[src/rtl/hazard_pipe_ctrl.sv]
// hazard_pipe_ctrl: scoreboard-driven stall, bubble, flush and operand-forward control for a pipelined MIPS core
module hazard_pipe_ctrl #(
  parameter int RA_W     = 5,
  parameter int N_STAGES = 3,
  parameter int FWD_EN   = 1,
  parameter int CNT_W    = 16
) (
  input  logic             clk,
  input  logic             rst,
  input  logic             i_id_valid,
  input  logic [RA_W-1:0]  i_id_rs,
  input  logic [RA_W-1:0]  i_id_rt,
  input  logic             i_id_uses_rs,
  input  logic             i_id_uses_rt,
  input  logic [RA_W-1:0]  i_id_dest,
  input  logic             i_id_regwrite,
  input  logic             i_id_memread,
  input  logic             i_ex_branch_taken,
  output logic             o_stall_if,
  output logic             o_bubble_ex,
  output logic             o_flush_ifid,
  output logic [1:0]       o_fwd_a,
  output logic [1:0]       o_fwd_b,
  output logic [CNT_W-1:0] o_stall_count
);
  localparam int LOW = (1 << (N_STAGES - 1)) - 1;
  localparam logic [N_STAGES-1:0] HAZ_MASK = N_STAGES'(FWD_EN != 0 ? (LOW & ~3) : LOW);
  logic [N_STAGES-1:0]           r_v;
  logic [N_STAGES-1:0]           r_rw;
  logic [N_STAGES-1:0][RA_W-1:0] r_dst;
  logic                          r_mr0;
  logic [1:0]                    r_fwd_a;
  logic [1:0]                    r_fwd_b;
  logic [CNT_W-1:0]              r_cnt;
  logic [N_STAGES-1:0]           w_ms;
  logic [N_STAGES-1:0]           w_mt;
  logic                          w_haz;
  logic                          w_v0;
  logic [1:0]                    w_fwd_a;
  logic [1:0]                    w_fwd_b;
  for (genvar g = 0; g < N_STAGES; g++) begin : g_match
    assign w_ms[g] = r_v[g] & r_rw[g] & (r_dst[g] != '0) & (r_dst[g] == i_id_rs) & i_id_uses_rs;
    assign w_mt[g] = r_v[g] & r_rw[g] & (r_dst[g] != '0) & (r_dst[g] == i_id_rt) & i_id_uses_rt;
  end
  assign w_haz = i_id_valid & ((|((w_ms | w_mt) & HAZ_MASK)) | ((FWD_EN != 0) & r_mr0 & (w_ms[0] | w_mt[0])));
  // Same-cycle pipeline controls; a taken branch overrides any stall
  always_comb begin
    o_flush_ifid = ~rst & i_ex_branch_taken;
    o_stall_if   = ~rst & w_haz & ~i_ex_branch_taken;
    o_bubble_ex  = ~rst & (w_haz | i_ex_branch_taken);
    w_v0         = i_id_valid & ~o_bubble_ex;
    w_fwd_a      = (!w_v0 || FWD_EN == 0) ? 2'b00 : w_ms[0] ? 2'b01 : w_ms[1] ? 2'b10 : 2'b00;
    w_fwd_b      = (!w_v0 || FWD_EN == 0) ? 2'b00 : w_mt[0] ? 2'b01 : w_mt[1] ? 2'b10 : 2'b00;
  end
  // Scoreboard shift, forward-select registers and saturating stall counter
  always_ff @(posedge clk) begin
    if (rst) begin
      r_v     <= '0;
      r_rw    <= '0;
      r_dst   <= '0;
      r_mr0   <= 1'b0;
      r_fwd_a <= 2'b00;
      r_fwd_b <= 2'b00;
      r_cnt   <= '0;
    end else begin
      r_v     <= {r_v[N_STAGES-2:0], w_v0};
      r_rw    <= {r_rw[N_STAGES-2:0], w_v0 & i_id_regwrite};
      r_dst   <= {r_dst[N_STAGES-2:0], {RA_W{w_v0}} & i_id_dest};
      r_mr0   <= w_v0 & i_id_memread;
      r_fwd_a <= w_fwd_a;
      r_fwd_b <= w_fwd_b;
      r_cnt   <= r_cnt + CNT_W'(o_stall_if && !(&r_cnt));
    end
  end
  assign o_fwd_a       = r_fwd_a;
  assign o_fwd_b       = r_fwd_b;
  assign o_stall_count = r_cnt;
endmodule

[config.mk]
export PLATFORM = sky130hd
export DESIGN_NAME = hazard_pipe_ctrl
export DESIGN_NICKNAME = d
export VERILOG_FILES = /design/src/rtl/hazard_pipe_ctrl.sv
export SDC_FILE = /design/constraint.sdc
export NUM_CORES = 1
export LEC_CHECK = 0
export CORE_MARGIN = 2
export CORE_UTILIZATION = 40
export DETAILED_ROUTE_END_ITERATION = 12
export GPL_TIMING_DRIVEN = 0
export PLACE_DENSITY = 0.75
export REMOVE_ABC_BUFFERS = 1
export SLEW_MARGIN = 10
export SYNTH_ARGS = -nofsm -noshare
export SYNTH_HDL_FRONTEND = slang
export SYNTH_SLANG_ARGS = --single-unit
[constraint.sdc]
create_clock -name clk -period 2.49 [get_ports clk]
set_input_delay 0.498 -clock clk [delete_from_list [all_inputs] [get_ports clk]]
set_output_delay 0.498 -clock clk [all_outputs]
set_load 0.01 [all_outputs]
* Word level (Yosys, flattened, before mapping)
Cells that the tools add are included.
** Operators by class
- Muxes and demuxes :: 4
- Add/subtract/negate cells :: 1
- Reductions and logical operators :: 8
- Bitwise logic cells :: 28
- Eq/ne operators :: 4
** Operators by type and width (number)
- $and 1x1->1 :: 21
- $eq 5x5->1 :: 4
- $add 16x1->16 :: 1
- $reduce_and 16->1 :: 1
- $reduce_bool 5->1 :: 2
- $reduce_or 3->1 :: 2
- $and 5x5->5 :: 1
- $mux 2 :: 2
- $not 1->1 :: 4
- $mux 1 :: 2
- $or 1x1->1 :: 2
- $reduce_or 2->1 :: 1
- $logic_and 1x1->1 :: 1
- $logic_not 1->1 :: 1
** Word-level totals
- Logic and storage cells :: 55
- Bits in registers :: 35
- Output and inout bits :: 23
- Input port bits :: 23

* Longest topological paths before layout
- Word-level depth :: 13
- Depth in mapped cells :: 11
- Gate-level depth less buffers :: 10

* Least setup slack after synthesis
Ideal clock, no wire load.
- Kind :: input-to-reg
- From :: in i_id_rt[2]
- To :: reg r_cnt[14] (netlist: o_stall_count[14])
- Setup time :: 71 ps
- Required time :: 2419 ps
- Slack :: -92 ps
- Stages :: 11
- Path buffers :: 1
- Arrival time :: 2512 ps
- Path through :: xnor2_1 -> nand4_1 -> o22ai_1 -> buf_2 -> and3b_1 -> ha_1 -> ha_1 -> and4_1 -> nand4_1 -> or3_1 -> a21oi_1
** On the way
- Cells in the longest elaborated chain, start to end :: 10
** RTL lines
- from (decl) :: line 12 : input logic [RA_W-1:0] i_id_rt,
- $eq 5x5->1 :: line 43 : assign w_mt[g] = r_v[g] & r_rw[g] & (r_dst[g] != '0) & (r_dst[g] == i_id_rt) & i_id_uses_rt;
- $and 1x1->1 (2 in a row) :: line 43
- $or 1x1->1 :: line 45 : assign w_haz = i_id_valid & ((|((w_ms | w_mt) & HAZ_MASK)) | ((FWD_EN != 0) & r_mr0 & (w_ms[0] | w_mt[0])));
- $and 1x1->1 (2 in a row) :: line 45
- $and 1x1->1 (2 in a row) :: line 49 : o_stall_if = ~rst & w_haz & ~i_ex_branch_taken;
- $logic_and 1x1->1 :: line 72 : r_cnt <= r_cnt + CNT_W'(o_stall_if && !(&r_cnt));
- $add 16x1->16 :: line 72
- to (signal assigned) :: line 72
- to (decl) :: line 34 : logic [CNT_W-1:0] r_cnt;
Every way passes these cells.
A chain may end at the register's enable or synchronous reset.

* Final worst setup path
- From :: in i_id_rt[4]
- To :: reg r_cnt[14] (netlist: o_stall_count[14])
The elaborated chain is that of the path after synthesis.

==> results.cfg <==
[outcome]
outcome = complete, but fails checks
failed_checks = negative setup slack

[sta]
fin_worst_skew_ns = 0.004297
setup_viol = 1
slew_headroom_pct = 65.50
setup_ws_ns = -0.01145
worstMarginPinSlew_ns = 0.5175
min_period_ns = 2.501
fin_crit_sh_pct = 100.5
slew_violations = 0
hold_viol = 0
rsz0062_at_grt = yes
max_freq_mhz = 399.8

[critical_path]
rr_startpoint = r_dst[1]
path_max_fanout = 4
cp.depth = 12
crit_type = in2reg
worstSetupEndpoint = o_stall_count[14]
required_ns = 2.65
critPathLaunchType = input pin
r2r_end = o_stall_count[14]
crit_arrival_ns = 2.66
critical_path.max_stage_delay_ns = 0.26
slowest_stage = o22ai_4
ff2ff_path_depth = 12
r2r_slack_ns = -0.01
crit_path_cell_trace = clkdlybuf4s15_1 -> xnor2_1 -> nand4_1 -> o22ai_4 -> and3b_2 -> ha_4 -> ha_4 -> and4_4 -> nand4_1 -> buf_4 -> o21ai_0 -> a21oi_2
crit_buf_inv = 2
cp_top_family = simple AND/OR/NAND/NOR gates
startpoint = i_id_rt[4]
endpoint_kind = register

[worst_hold_path]
min_path_type = reg2reg

[placed_design]
dpl.cell_count = 253
gp_congestion = 0.7772
post-dp-hpwl_mm = 2.336
portBuffers = 45
place_area_sq_um = 2044

[floorplan]
core_area_sq_um = 3689
die_w_um = 66.38
die-area_sq_um = 4406
die_h_um = 66.38
start_util_pct = 42.20
rows = 22
ios = 46

[routing]
vias_per_cell = 5.011
first_pass_iters = 4
drt_iter0_markers = 56
route.detailed.drc = 0
avgRoutedWirePerCell_um = 14.57
vias = 1418
drt_wl_total_mm = 4.122
postRouteAntennaNets = 0

[clocking]
clk_pin_slew_ns = 0.07
cts_buffer_depth = 2
cts_made_buffers = 5
cts_tree = built
cts_root_buf = clkbuf_8
htreeDepth = 2
clock_latency_ns = 0.29
clock_sinks = 35

[layout]
nFillCells = 332
fin_util_pct = 64.99
fin_nets = 260
diodes = 0
layoutNonFillerInstCount = 283
stdcell_area_sq_um = 2397
syn_to_final_growth_pct = 54.02
drive_above_1_share_pct = 23.83

[yosys]
async_flop_share_pct = 0
synth.area.top_cells = dfxtp_1 (45%), xor2_1 (9.6%), xnor2_1 (7.3%)
synth-seq-cells = 35
synth.avg_cell_area_sq_um = 9.433
synth_common_cells = dfxtp_1 (35), xor2_1 (17), nand2_1 (14), xnor2_1 (13), a21oi_1 (11)
synth_cells = 165
synth_most_common_cell = dfxtp_1
yosysUniqueCellTypes = 35
yosysSeqAreaShare_pct = 45.02
yosysTopAreaCell = dfxtp_1
yosysWarnings = 0
synth-edff-count = 0
synth_ff_type = dfxtp_1
synth_top_area_share_pct = 45.02
syn-cell-area_sq_um = 1556

[global_routing]
gr-total-overflow = 0
grt_antenna_before_repair = 0
grt_pass1_vias = 1468
track_usage_pct = 21.52
grt_max_degree = 27
grt_pass1_wl_mm = 7.024

[flow_run]
maxCapViolations = 0

[power]
p_per_area_nw_per_um2 = 457.3
peakVddDrop_mv = 0.4116
power_leakage_nw = 0.9437
flip-flops by register name, indices dropped and copies added (netlist names):
signal	count
r_rw	2
o_stall_count	16
r_dst	10
r_v	2
o_fwd_a	2
r_mr0	1
o_fwd_b	2
final cells by class:
class,instances,area [sq um],share of cell area (%)
clock inverters,1,5.005,0.2088
clock buffers,6,82.58,3.445
multi-input cells,122,917.1,38.26
inverters,3,11.26,0.4697
repair buffers,68,611.8,25.52
well taps,48,60.06,2.505
flip-flops and latches,35,709.4,29.59
through the flow:
step | hold slack, ns | setup TNS, ns | power, W | setup slack [ns]
final | 0.4912 | -0.01145 | 0.001096 | -0.01145
after detailed placement | 0.4672 | -23.54 | 0.0006728 | -1.750
after global placement | 0.4485 | -38.67 | 0.0006714 | -2.275
after global routing | 0.5133 | -0.2649 | 0.001148 | -0.1578
after floorplan | 0.4335 | -1.171 | 0.0006161 | -0.4199
after CTS | 0.4772 | -0.002515 | 0.001104 | -0.002515
power breakdown:
part	internal, W	switching, W
combinational	0.0000640	0.0000475
clock	0.000217	0.000198
sequential	0.000564	0.00000615
per-layer routing:
metal	track usage (%)	vias up	routed length [um]	share of wire, %
li1	-	715	-	-
met1	24.21	650	1714	42
met2	36.75	47	2024	49
met3	8.177	6	311	7.5
met4	7.908	0	71	1.7
met5	0	-	0	0
layout by cell type (no fill, tap or decap), types with 2 or more instances in the layout:
cell,synthesis,layout
dlygate4sd2_1,0,6
o21ai_0,2,2
or3_1,2,2
xnor2_1,13,12
xor2_1,17,17
nand3_1,4,4
a21oi_1,11,10
a211oi_1,2,2
clkdlybuf4s15_2,0,3
clkbuf_8,0,6
nand4_1,8,8
nand2_2,0,2
and4_4,0,2
dfxtp_1,35,32
ha_4,0,2
clkbuf_2,0,2
buf_4,0,21
nor2b_1,10,10
inv_1,3,3
nor4_1,2,2
nor2_1,10,10
buf_6,1,2
and3_1,3,3
dfxtp_4,0,2
or4_1,4,3
clkdlybuf4s50_1,0,32
nand2_1,14,12
o31ai_1,2,2
kinds of logic (layout without fill, tap and decap cells):
family | Yosys count | count (layout) | share of synthesized area (%)
AND/OR/NAND/NOR | 67 | 67 | 24.04
flip-flops | 35 | 35 | 45.02
XOR/XNOR | 30 | 30 | 16.88
AO/OA/AOI/OAI | 23 | 23 | 9.967
buffers and inverters | 8 | 78 | 2.491
adder cells (fa/ha/maj) | 2 | 2 | 1.607
timing repair:
action | 4_1_cts | 5_1_grt
setup endpoints to repair | 21 | 11
buffers inserted | 23 | 2
resized for setup | 44 | 11
hold endpoints to repair | 0 | 0
pin swaps | 15 | 9
hold buffers | 0 | 0
how the worst min path moves through the flow:
| stage | slack (ns) | depth (start not counted) | from | end |
|---|---|---|---|---|
| finish | 0.49 | 1 | r_mr0 | o_fwd_a[1] |
| global route | 0.51 | 1 | r_rw[0] | r_rw[1] |
| CTS | 0.48 | 1 | r_mr0 | o_fwd_a[1] |
| detailed placement | 0.47 | 1 | r_mr0 | o_fwd_a[1] |
| global placement | 0.45 | 1 | r_mr0 | o_fwd_a[1] |
| floorplan | 0.43 | 1 | r_mr0 | o_fwd_a[1] |
No activity file was read; power rests on OpenSTA's default activity.
==> RTL change 1, RTL diff (same flow settings) <==
`FWD_EN`: 1 -> 0.
--- a/src/rtl/hazard_pipe_ctrl.sv
+++ b/src/rtl/hazard_pipe_ctrl.sv
@@ -2,7 +2,7 @@
 module hazard_pipe_ctrl #(
   parameter int RA_W     = 5,
   parameter int N_STAGES = 3,
-  parameter int FWD_EN   = 1,
+  parameter int FWD_EN   = 0,
   parameter int CNT_W    = 16
 ) (
   input  logic             clk,
Check against the original RTL: not equivalent (a bounded check fails within 4 cycles, from zero or initial values and one cycle with rst high).
==> RTL change 1 against the original RTL <==
The flow still finishes with violations (setup timing). Area after synthesis fell by 11%. Final area fell by 15%. Combinational power fell by 19%. Utilization fell by 4.1 points. Global-route usage fell by 4.0 points. First-iteration DRC count fell by 68%. Clock power fell by 33%. Routed wire length fell by 18%. Sequential cell count fell by 5. Worst setup slack improved by 0.0028 ns. Count of clock-buffer cells in the layout did not move. Power fell by 22%. Critical endpoint is now o_stall_count[6]. Largest power group unchanged.
==> RTL change 1: results (changes against the original RTL) <==
| Metric | Value |
|---|---|
| Detailed Route Iter0 Violations | `18 (-68%)` |
| Placement Cell Area | `0.00181 mm^2 (-11%)` |
| Largest net degree at the start of global routing | `26 (-3.7%)` |
| Worst R2R Path Depth | `11 (-1)` |
| Clock Network Area Fraction | `2.53% (-1.1 points)` |
| Post-synth top cells | `dfxtp_1, xnor2_1, nor2_1` |
| Multi-input gate area | `826 um^2 (-10%)` |
| Inverters | `0 (-3)` |
| CP Launch Type | `register` |
| IO Port Bufs | `40 (-11%)` |
| Non-clock buffers | `53 (-22%)` |
| Wire per inst | `13.6 um (-6.6%)` |
| Global-route wire length before repair | `5.39 mm (-23%)` |
| Reg clk slew, reported paths | `0.09 ns (+0.02 ns)` |
| Critical Path AT | `2.70 ns (+0.04 ns)` |
| GRT met2 Usage | `31.3% (-5.4 points)` |
| VDD IR max | `0.217 mV (-47%)` |
| Reg power frac | `57.1% (+5.1 points)` |
| Signal buf overhead | `23.9% (-1.6 points)` |
| Setup Viol. Count Final | `1 (unchanged)` |
| Met2 Wirelength | `1.74 mm (-14%)` |
| Share of cells above drive strength 1 | `19.7% (-4.1 points)` |
| Postcts setup bufs | `6 (-74%)` |
| Comb power | `0.0895 mW (-19%)` |
| Compound-Gate Fraction of Synth Area | `5.16% (-4.8 points)` |
| Root Driver | `clkbuf_4` |
| Status | `finished, violations left` |
| Crit. Startpoint | `r_dst[1]` |
| RR Endpoint | `o_stall_count[6]` |
| Placed cell count | `230 (-9.1%)` |
| Skew-Pair Late Insertion Delay | `0.32 ns (+0.03 ns)` |
| Worst-path fanout max | `5 (+1)` |
| Setup TNS | `-0.00865 ns (+0.00280 ns)` |
| Top post-synthesis cells by area | `dfxtp_1, xnor2_1, xor2_1` |
| Post-cts resize count | `29 (-34%)` |
| CP max-delay cell | `or3_1` |
| Post-Syn Area per Cell | `9.40 um^2 (-0.39%)` |
| GRT Util Overall | `17.6% (-4.0 points)` |
| Multi-input gates | `114 (-6.6%)` |
| Met3 WL | `194 um (-38%)` |
| Placer Congestion | `0.865 (+11%)` |
| Met1 usage | `18.2% (-6.0 points)` |
| Max Clock Skew | `0.00763 ns (+0.00333 ns)` |
| Vias per cell | `4.84 (-3.4%)` |
| Cell internal pwr | `0.661 mW (-22%)` |
| Kind of critical path | `reg2reg` |
| Hpwl dp | `2.30 mm (-1.5%)` |
| Failing checks | `setup timing` |
| Xor/xnor share of the synthesized area | `20.9% (+4.0 points)` |
| Setup WS post-layout | `-0.00865 ns (+0.00280 ns)` |
| Synth Area in Adders | `1.81% (+0.20 points)` |
| Cell count after synthesis | `147 (-11%)` |
| Final Util | `60.9% (-4.1 points)` |
| Leakage | `0.844 nW (-11%)` |
-- RTL change 1: changes by cell type after synthesis, sizes merged, moves of 3 or more --
cell / change
dfxtp: -5
xnor2: +11
and3: +6
inv: -3
nor2: +5
xor2: -8
nand2: -7
or4: -4
a21oi: -10
-- RTL change 1: how the worst min path moves through the flow --
| stage | from | end | slack [ns] | cells after the start |
|---|---|---|---|---|
| floorplan | r_rw[0] | r_rw[1] | 0.44 | 1 |
| global placement | r_v[0] | r_v[1] | 0.45 | 1 |
| detailed placement | r_rw[0] | r_rw[1] | 0.47 | 1 |
| CTS | r_rw[0] | r_rw[1] | 0.48 | 1 |
| global route | r_v[0] | r_v[1] | 0.48 | 1 |
| finish | r_rw[0] | r_rw[1] | 0.47 | 1 |
-- RTL change 1: stage by stage --
stage                     total power, mW  setup WS, ns
after global placement              0.587         -1.14
after global routing                0.901        -0.106
after CTS                           0.865      0.000670
after detailed placement            0.590         -1.21
after floorplan                     0.535         0.120
final                               0.854      -0.00865
==> RTL change 2, RTL diff (config.mk and constraints unchanged) <==
Without the edit above. Reset style: asynchronous (`rst`), changed in one clocked block.
--- a/src/rtl/hazard_pipe_ctrl.sv
+++ b/src/rtl/hazard_pipe_ctrl.sv
@@ -53,7 +53,7 @@
     w_fwd_b      = (!w_v0 || FWD_EN == 0) ? 2'b00 : w_mt[0] ? 2'b01 : w_mt[1] ? 2'b10 : 2'b00;
   end
   // Scoreboard shift, forward-select registers and saturating stall counter
-  always_ff @(posedge clk) begin
+  always_ff @(posedge clk or posedge rst) begin
     if (rst) begin
       r_v     <= '0;
       r_rw    <= '0;
Behaviour: differs if rst is asserted again (counterexample within 4 cycles, from zero or initial values and one cycle with rst high); with rst held inactive, the same outputs for 10 cycles.
==> RTL change 2 against the original RTL <==
Routed wire length fell by 7.5%. Sequential cell count unchanged. Worst setup slack gained 0.041 ns. Utilization decreased by 6.3 points. Area after synthesis increased by 7.2%. Maximum frequency grew 1.7%. Final area shrank 2.0%. Power increased by 9.0%. Clock power grew 17%. Non-clock buffer count decreased by 20. Register-to-register slack improved by 0.09 ns. Clock skew hardly changed. Critical path type is now in2out. Largest power group unchanged.
==> RTL change 2: results (changes against the original RTL) <==
| Metric | Value |
|---|---|
| Status | `complete, no violations` |
| Crit. Startpoint | `i_id_rs[0]` |
| Largest net degree at the start of global routing | `36 (+33%)` |
| Max Clock Skew | `0.00451 ns (+0.000212 ns)` |
| Clock buffer depth | `2 (unchanged)` |
| Share of cells above drive strength 1 | `19.0% (-4.9 points)` |
| Nets | `220 (-15%)` |
| Top post-synthesis cells by area | `dfrtp_1, xor2_1, xnor2_1` |
| Compound-Gate Fraction of Synth Area | `9.60% (-0.37 points)` |
| Placer Congestion | `0.892 (+15%)` |
| Detailed Route Iter0 Violations | `30 (-46%)` |
| Placement Cell Area | `0.00215 mm^2 (+5.4%)` |
| Worst Hold Launch | `r_rw[0]` |
| Worst hold-check path type | `reg2reg` |
| Antenna violations before repair | `0 (unchanged)` |
| Worst-path fanout max | `3 (-1)` |
| Hpwl dp | `2.70 mm (+16%)` |
| Pre-CTS WS | `-0.940 ns (+0.810 ns)` |
| FILL cells | `341 (+2.7%)` |
| Post-synth top cells | `dfrtp_1, xor2_1, nand2_1` |
| Root Driver | `clkbuf_8` |
| Synth Area in Adders | `1.50% (-0.11 points)` |
| Drt pass-1 iters | `4 (unchanged)` |
| Xor/xnor share of the synthesized area | `17.9% (+0.97 points)` |
| H-tree levels | `2 (unchanged)` |
| Critical Path AT | `1.96 ns (-0.70 ns)` |
| Ant diodes | `0 (unchanged)` |
| Final std cells w/o fill | `245 (-13%)` |
| Max reg flops | `16 (unchanged)` |
| PwrDens | `509 mW/mm^2 (+11%)` |
| Mux contribution to synthesized area | `0% (unchanged)` |
| GRT Util Overall | `18.5% (-3.0 points)` |
| Leakage | `1.07 nW (+13%)` |
| Normalized max-slew margin | `53.4% (-12 points)` |
| CP Launch Type | `primary input` |
| Cell class contributing the biggest share of worst-path delay | `buffers and inverters` |
| IO Port Bufs | `45 (unchanged)` |
| Reg clk slew, reported paths | `about 0.060 ns` |
| Post-synthesis async set-or-reset flop share | `100% (+100 points)` |
| Yosys Warn Count | `0 (unchanged)` |
| Placed cell count | `235 (-7.1%)` |
| Worst R2R Start | `r_dst[0]` |
| Synth unique cells | `30 (-14%)` |
| Vias per cell | `5.24 (+4.5%)` |
| CP max-delay cell | `nor4_2` |
| Cell count after synthesis | `143 (-13%)` |
| Skew-Pair Late Insertion Delay | `between 0.2 and 0.3 ns` |
| Vias in the first global route | `1269 (-14%)` |
| Wire per inst | `15.6 um (+6.8%)` |
| Crit path largest cell delay | `0.39 ns (+0.13 ns)` |
| Global-route wire length before repair | `6.14 mm (-13%)` |
| CTS Buf Count | `5 (unchanged)` |
| VDD IR max | `0.391 mV (-5.0%)` |
| Seq/Total Area, Yosys | `52.5% (+7.5 points)` |
[RTL change 2: cell types whose count changed after synthesis, sizes merged, moves of 3 or more]
| cell | unedited run | this run |
|---|---|---|
| nand4 | 8 | 5 |
| dfrtp | 0 | 35 |
| nor2 | 11 | 4 |
| clkbuf | 3 | 0 |
| xor2 | 17 | 22 |
| or4 | 4 | 1 |
| nor2b | 10 | 1 |
| dfxtp | 35 | 0 |
[RTL change 2: metal layers]
layer	wire, um	global-route usage, %	vias up
met1	1610	23.7	639
met3	105	3.08	10
li1	-	-	607
met5	0	0	-
met4	136	12.3	0
met2	1960	28.8	27
[RTL change 2: final timing paths]
kind | cells after the start | to | slack [ns]
min in group asynchronous | 2 | o_stall_count[0] | 0.40
hold / removal | 0 | r_rw[1] | 0.39
setup reg to reg | 10 | o_stall_count[10] | 0.08
max in group asynchronous | 2 | r_dst[0] | 1.59
hold reg to reg | 0 | r_rw[1] | 0.39
setup / recovery | 6 | o_bubble_ex | 0.03
[RTL change 2: final cells by class]
cell class,count,share of cell area [%]
sequential,35,37.3
multi-input combinational,102,35.3
timing repair buffer,48,19.9
clock buffer,6,3.09
tap,50,2.66
clock inverter,1,1.28
inverter,3,0.479
[RTL change 2: repair_timing]
| item | in CTS | in global routing |
|---|---|---|
| buffers inserted | 3 | 0 |
| endpoints found under the setup margin | 12 | 12 |
| pin swaps | 7 | 6 |
| resized for setup | 25 | 9 |
| cloned | 0 | 0 |
[RTL change 2: where the power goes]
group	switching, mW	internal, mW	total (mW)
Clock	0.191	0.293	0.484
Combinational	0.0567	0.0578	0.114
Sequential	0.0145	0.582	0.596
Total	0.262	0.933	1.19
